### config.mk
export PLATFORM = sky130hd
export DESIGN_NAME = pipe_reg_rv
export DESIGN_NICKNAME = d
export VERILOG_FILES = /design/src/rtl/pipe_pkg.sv /design/src/rtl/pipe_entry.sv /design/src/rtl/pipe_reg_rv.sv
export SDC_FILE = /design/constraint.sdc
export NUM_CORES = 1
export LEC_CHECK = 0
export ABC_AREA = 1
export CORE_ASPECT_RATIO = 0.8
export CORE_MARGIN = 4
export CORE_UTILIZATION = 43
export CTS_CLUSTER_DIAMETER = 100
export DETAILED_ROUTE_END_ITERATION = 6
export GPL_ROUTABILITY_DRIVEN = 0
export PLACE_DENSITY_LB_ADDON = 0.05
export SYNTH_ARGS = -nofsm -noshare
export SYNTH_HDL_FRONTEND = slang
export SYNTH_SLANG_ARGS = --single-unit
### constraint.sdc
create_clock -name clk -period 4.5 [get_ports clk]
set_input_delay 0.45 -clock clk [delete_from_list [all_inputs] [get_ports clk]]
set_output_delay 0.45 -clock clk [all_outputs]
set_load 0.02 [all_outputs]
### src/rtl/pipe_pkg.sv
// Shared definitions for the ready/valid pipeline register slice.
package pipe_pkg;

  typedef enum logic [1:0] {
    EMPTY = 2'd0,
    ONE   = 2'd1,
    FULL  = 2'd2
  } pipe_state_t;

  localparam logic [31:0] NOP_DEFAULT = '0;

endpackage

### src/rtl/pipe_entry.sv
// Enable-loaded instruction + data register; reset loads RST_IR and zero data.
module pipe_entry #(
  parameter int unsigned W  = 32,
  parameter int unsigned NF = 2,
  parameter int unsigned IW = 32,
  parameter logic [IW-1:0] RST_IR = '0
) (
  input  logic                clk,
  input  logic                reset,
  input  logic                en,
  input  logic [IW-1:0]       d_ir,
  input  logic [NF*W-1:0]     d_data,
  output logic [IW-1:0]       q_ir,
  output logic [NF*W-1:0]     q_data
);

  always_ff @(posedge clk) begin
    if (!reset) begin
      q_ir   <= RST_IR;
      q_data <= '0;
    end else if (en) begin
      q_ir   <= d_ir;
      q_data <= d_data;
    end
  end

endmodule

### src/rtl/pipe_reg_rv.sv
// Two-entry ready/valid pipeline register (output + skid) with registered
// in_ready, bubble insertion on drain, and synchronous flush.
module pipe_reg_rv
  import pipe_pkg::*;
#(
  parameter int unsigned W  = 32,
  parameter int unsigned NF = 2,
  parameter int unsigned IW = 32,
  parameter logic [IW-1:0] NOP = IW'(NOP_DEFAULT)
) (
  input  logic              clk,
  input  logic              reset,
  input  logic              flush,
  input  logic              in_valid,
  output logic              in_ready,
  input  logic [IW-1:0]     in_IR,
  input  logic [NF*W-1:0]   in_data,
  output logic              out_valid,
  input  logic              out_ready,
  output logic [IW-1:0]     out_IR,
  output logic [NF*W-1:0]   out_data,
  output logic [1:0]        occupancy
);

  pipe_state_t         state, state_nxt;
  logic                in_ready_q;
  logic                in_fire, out_fire;
  logic                out_en, skid_en;
  logic [IW-1:0]       out_d_ir, skid_ir;
  logic [NF*W-1:0]     out_d_data, skid_data;

  assign in_ready  = in_ready_q;
  assign out_valid = (state != EMPTY);
  assign occupancy = state;
  assign in_fire   = in_valid & in_ready_q;
  assign out_fire  = out_valid & out_ready;

  always_comb begin
    state_nxt  = state;
    out_en     = 1'b0;
    skid_en    = 1'b0;
    out_d_ir   = in_IR;
    out_d_data = in_data;
    if (flush) begin
      // Flush wins over any same-cycle fire; a coinciding out-fire is simply consumed.
      state_nxt  = EMPTY;
      out_en     = 1'b1;
      out_d_ir   = NOP;
      out_d_data = '0;
    end else begin
      unique case (state)
        EMPTY: begin
          if (in_fire) begin
            out_en    = 1'b1;
            state_nxt = ONE;
          end
        end
        ONE: begin
          if (in_fire && out_fire) begin
            out_en = 1'b1;
          end else if (in_fire) begin
            skid_en   = 1'b1;
            state_nxt = FULL;
          end else if (out_fire) begin
            out_en     = 1'b1;
            out_d_ir   = NOP;
            out_d_data = '0;
            state_nxt  = EMPTY;
          end
        end
        FULL: begin
          if (out_fire) begin
            out_en     = 1'b1;
            out_d_ir   = skid_ir;
            out_d_data = skid_data;
            state_nxt  = ONE;
          end
        end
        default: state_nxt = EMPTY;
      endcase
    end
  end

  always_ff @(posedge clk) begin
    if (!reset) begin
      state      <= EMPTY;
      in_ready_q <= 1'b1;
    end else begin
      state      <= state_nxt;
      in_ready_q <= (state_nxt != FULL);
    end
  end

  pipe_entry #(.W(W), .NF(NF), .IW(IW), .RST_IR(NOP)) u_out (
    .clk    (clk),
    .reset  (reset),
    .en     (out_en),
    .d_ir   (out_d_ir),
    .d_data (out_d_data),
    .q_ir   (out_IR),
    .q_data (out_data)
  );

  pipe_entry #(.W(W), .NF(NF), .IW(IW), .RST_IR('0)) u_skid (
    .clk    (clk),
    .reset  (reset),
    .en     (skid_en),
    .d_ir   (in_IR),
    .d_data (in_data),
    .q_ir   (skid_ir),
    .q_data (skid_data)
  );

endmodule

==> results_dict.tcl <==
set metrics [dict create \
    synth_area_leader_cell "dfxtp_1" \
    min_period_ns 2.667 \
    whs_ns 0.4447 \
    finalHoldViolations 0 \
    cp.required_ns 4.84 \
    synth-simple-area-share 0.2437 \
    synthXorXnorAreaFrac 0 \
    drv_slew 0 \
    grt_pass1_wl_um 37330 \
    hold_buffers 0 \
    dp_hpwl_um 13720 \
    synth_edf_count 0 \
    ys_seq_area_frac 0.4676 \
    layout_setup_ws_ns 1.833 \
    synth.top_cell.area_share 0.4676 \
    route.detailed.drc 0 \
    startpoint_type "flip-flop" \
    synth_area_leaders "dfxtp_1 47%, nand2_1 18%, a21oi_1 12%" \
    critical_path_class "reg2reg" \
    relSlewSlack 0.2286 \
    synth_fa_ha_area_frac 0.005994 \
    synthMuxAreaShare 0 \
    cp_max_fo 36 \
    post-cts-setup-buffers 0 \
    seq_area_um2 3904 \
    die-area_um2 21720 \
    fin_crit_sh 0.5927 \
    tns_ns 0 \
    ys_top_cells_by_count "391 x nand2_1, 195 x dfxtp_1, 193 x a21oi_1, 102 x inv_1, 100 x nand3_1" \
    initial_core_util 0.4387 \
    die_y_um 132.6 \
    critPathCaptureType "flip-flop" \
    synthCells 1193 \
    ir_drop_mv 0.2193 \
    via_count 7913 \
    cts_tree "yes" \
    fmax_mhz 374.9 \
    ctsResizeCount 0 \
    synthToLayoutAreaGrowth_pct 30.93 \
    ys_types 19 \
    synth_nets 1298 \
    drv_cap 0 \
    synth.avg_cell_area_um2 6.999 \
    vias_per_cell 4.949 \
    io_buffer_count 200 \
    post-route-util 0.5744 \
    cts_made_buffers 17 \
    drtIter0Drc 549 \
    overflow 0 \
    worstPathArrival_ns 3.01 \
    syn_area_um2 8349 \
    finalNetCount 1435 \
    drtAntennaViolNets 0 \
    antenna_cells 0 \
    multi_input_area_um2 3610 \
    yosysMostFrequentCell "nand2_1" \
    cts_buffer_depth 2 \
    ios 201 \
    setup_violations 0 \
    fillCellCount 1860 \
    hold_class "reg2reg" \
    drive_above_1_share 0.03803 \
    rsz0062_at_grt "false" \
    synth_top_family_by_area "simple AND/OR/NAND/NOR gates" \
    clk-insertion-delay-late_ns 0.43 \
    skew_ns 0.009149 \
    drt-pass1-iter-count 5 \
    num_rows 45 \
    die-width_um 163.8 \
    grtUsageTotal 0.2093 \
    clock_sink_count 195 \
    status "completed" \
    h-tree-depth 4 \
    async_reset_ff_frac 0 \
    power.density_nw_per_um2 355.3 \
    routedWlPerCell_um 14.65 \
    wl_um 23430 \
    leakage_uw 0.004122 \
    grt_pass1_vias 7103 \
    clk_pin_slew_ns 0.07 \
    dp_slack_ns 1.648 \
    grt_max_degree 125 \
    yosysWarningCount 0 \
    synth-main-ff-cell "dfxtp_1" \
    worst_slew_pin_slew_ns 1.157 \
    synth_compound_area_frac 0.1791 \
    cts-root-buf "clkbuf_16" \
    coreArea_um2 19030 \
    synth_seq_cells 195 \
    antenna_found_initial 1 \
]
## worst paths after layout
check / startpoint / to / slack, ns / depth (start not counted)
setup / recovery: occupancy[0] / u_out.q_ir[5] / 1.83 / 10
hold / removal: u_skid.q_data[57] / u_skid.q_data[57] / 0.44 / 2
setup reg to reg: occupancy[0] / u_out.q_ir[5] / 1.83 / 10
hold reg to reg: u_skid.q_data[57] / u_skid.q_data[57] / 0.44 / 2
## final cells by class
type | instances | area share
repair buffers | 209 | 0.1911
clock inverters | 12 | 0.01648
well taps | 258 | 0.02953
clock buffers | 18 | 0.03926
flip-flops and latches | 195 | 0.3571
multi-input cells | 802 | 0.3302
inverters | 105 | 0.03628
## sequential cells by signal (all words and copies together), names as in the netlist
name and flops:
in_ready 1, occupancy 2, u_out.q_data 64, u_out.q_ir 32, u_skid.q_data 64, u_skid.q_ir 32
## layout by cell type (no fill, tap or decap), types with 3 or more instances in the layout
master	instances
dfxtp_1	195
clkbuf_16	17
nand2_1	391
nand3_1	99
clkdlybuf4s50_1	199
nor2_1	5
clkinv_2	4
a21oi_1	193
buf_4	7
inv_6	3
bufinv_16	4
o21ai_0	99
ha_1	4
inv_1	102
## report_power, final
group | internal, µW | switching, µW | leakage [µW]
Sequential | 1780 | 27.0 | 0.00158
Combinational | 204 | 277 | 0.00225
Clock | 930 | 670 | 0.000293
## routing by layer
metal	vias up	track usage	share of wire	wire, µm
li1	4086	-	-	-
met1	3594	0.2877	0.47	11020
met2	217	0.3348	0.46	10720
met3	14	0.04952	0.064	1509
met4	2	0.04844	0.0073	170
met5	-	0	0.00034	8
## critical path: stages (launching register included)
cell     delay (ns)
dfxtp_1        0.41
inv_1          0.10
ha_1           0.29
nor2_4         0.17
nand2_2        0.09
nor2_4         0.69
buf_4          0.45
nand2_1        0.09
nand2_1        0.08
nand2_1        0.05
a21oi_1        0.15
## kinds of logic after synthesis
kind of cell,count (synthesis)
simple gates,502
compound gates,296
buf+inv,196
flops,195
fa+ha+maj,4
## stage by stage
step | total power [µW] | std cells | instance area, µm²
floorplan | 2107 | 1193 | 8349
global placement | 2325 | 1569 | 10320
detailed placement | 2326 | 1569 | 10320
CTS | 3925 | 1599 | 10930
global route | 4040 | 1599 | 10930
finish | 3884 | 1599 | 10930
No activity file was read; power rests on OpenSTA's default activity.
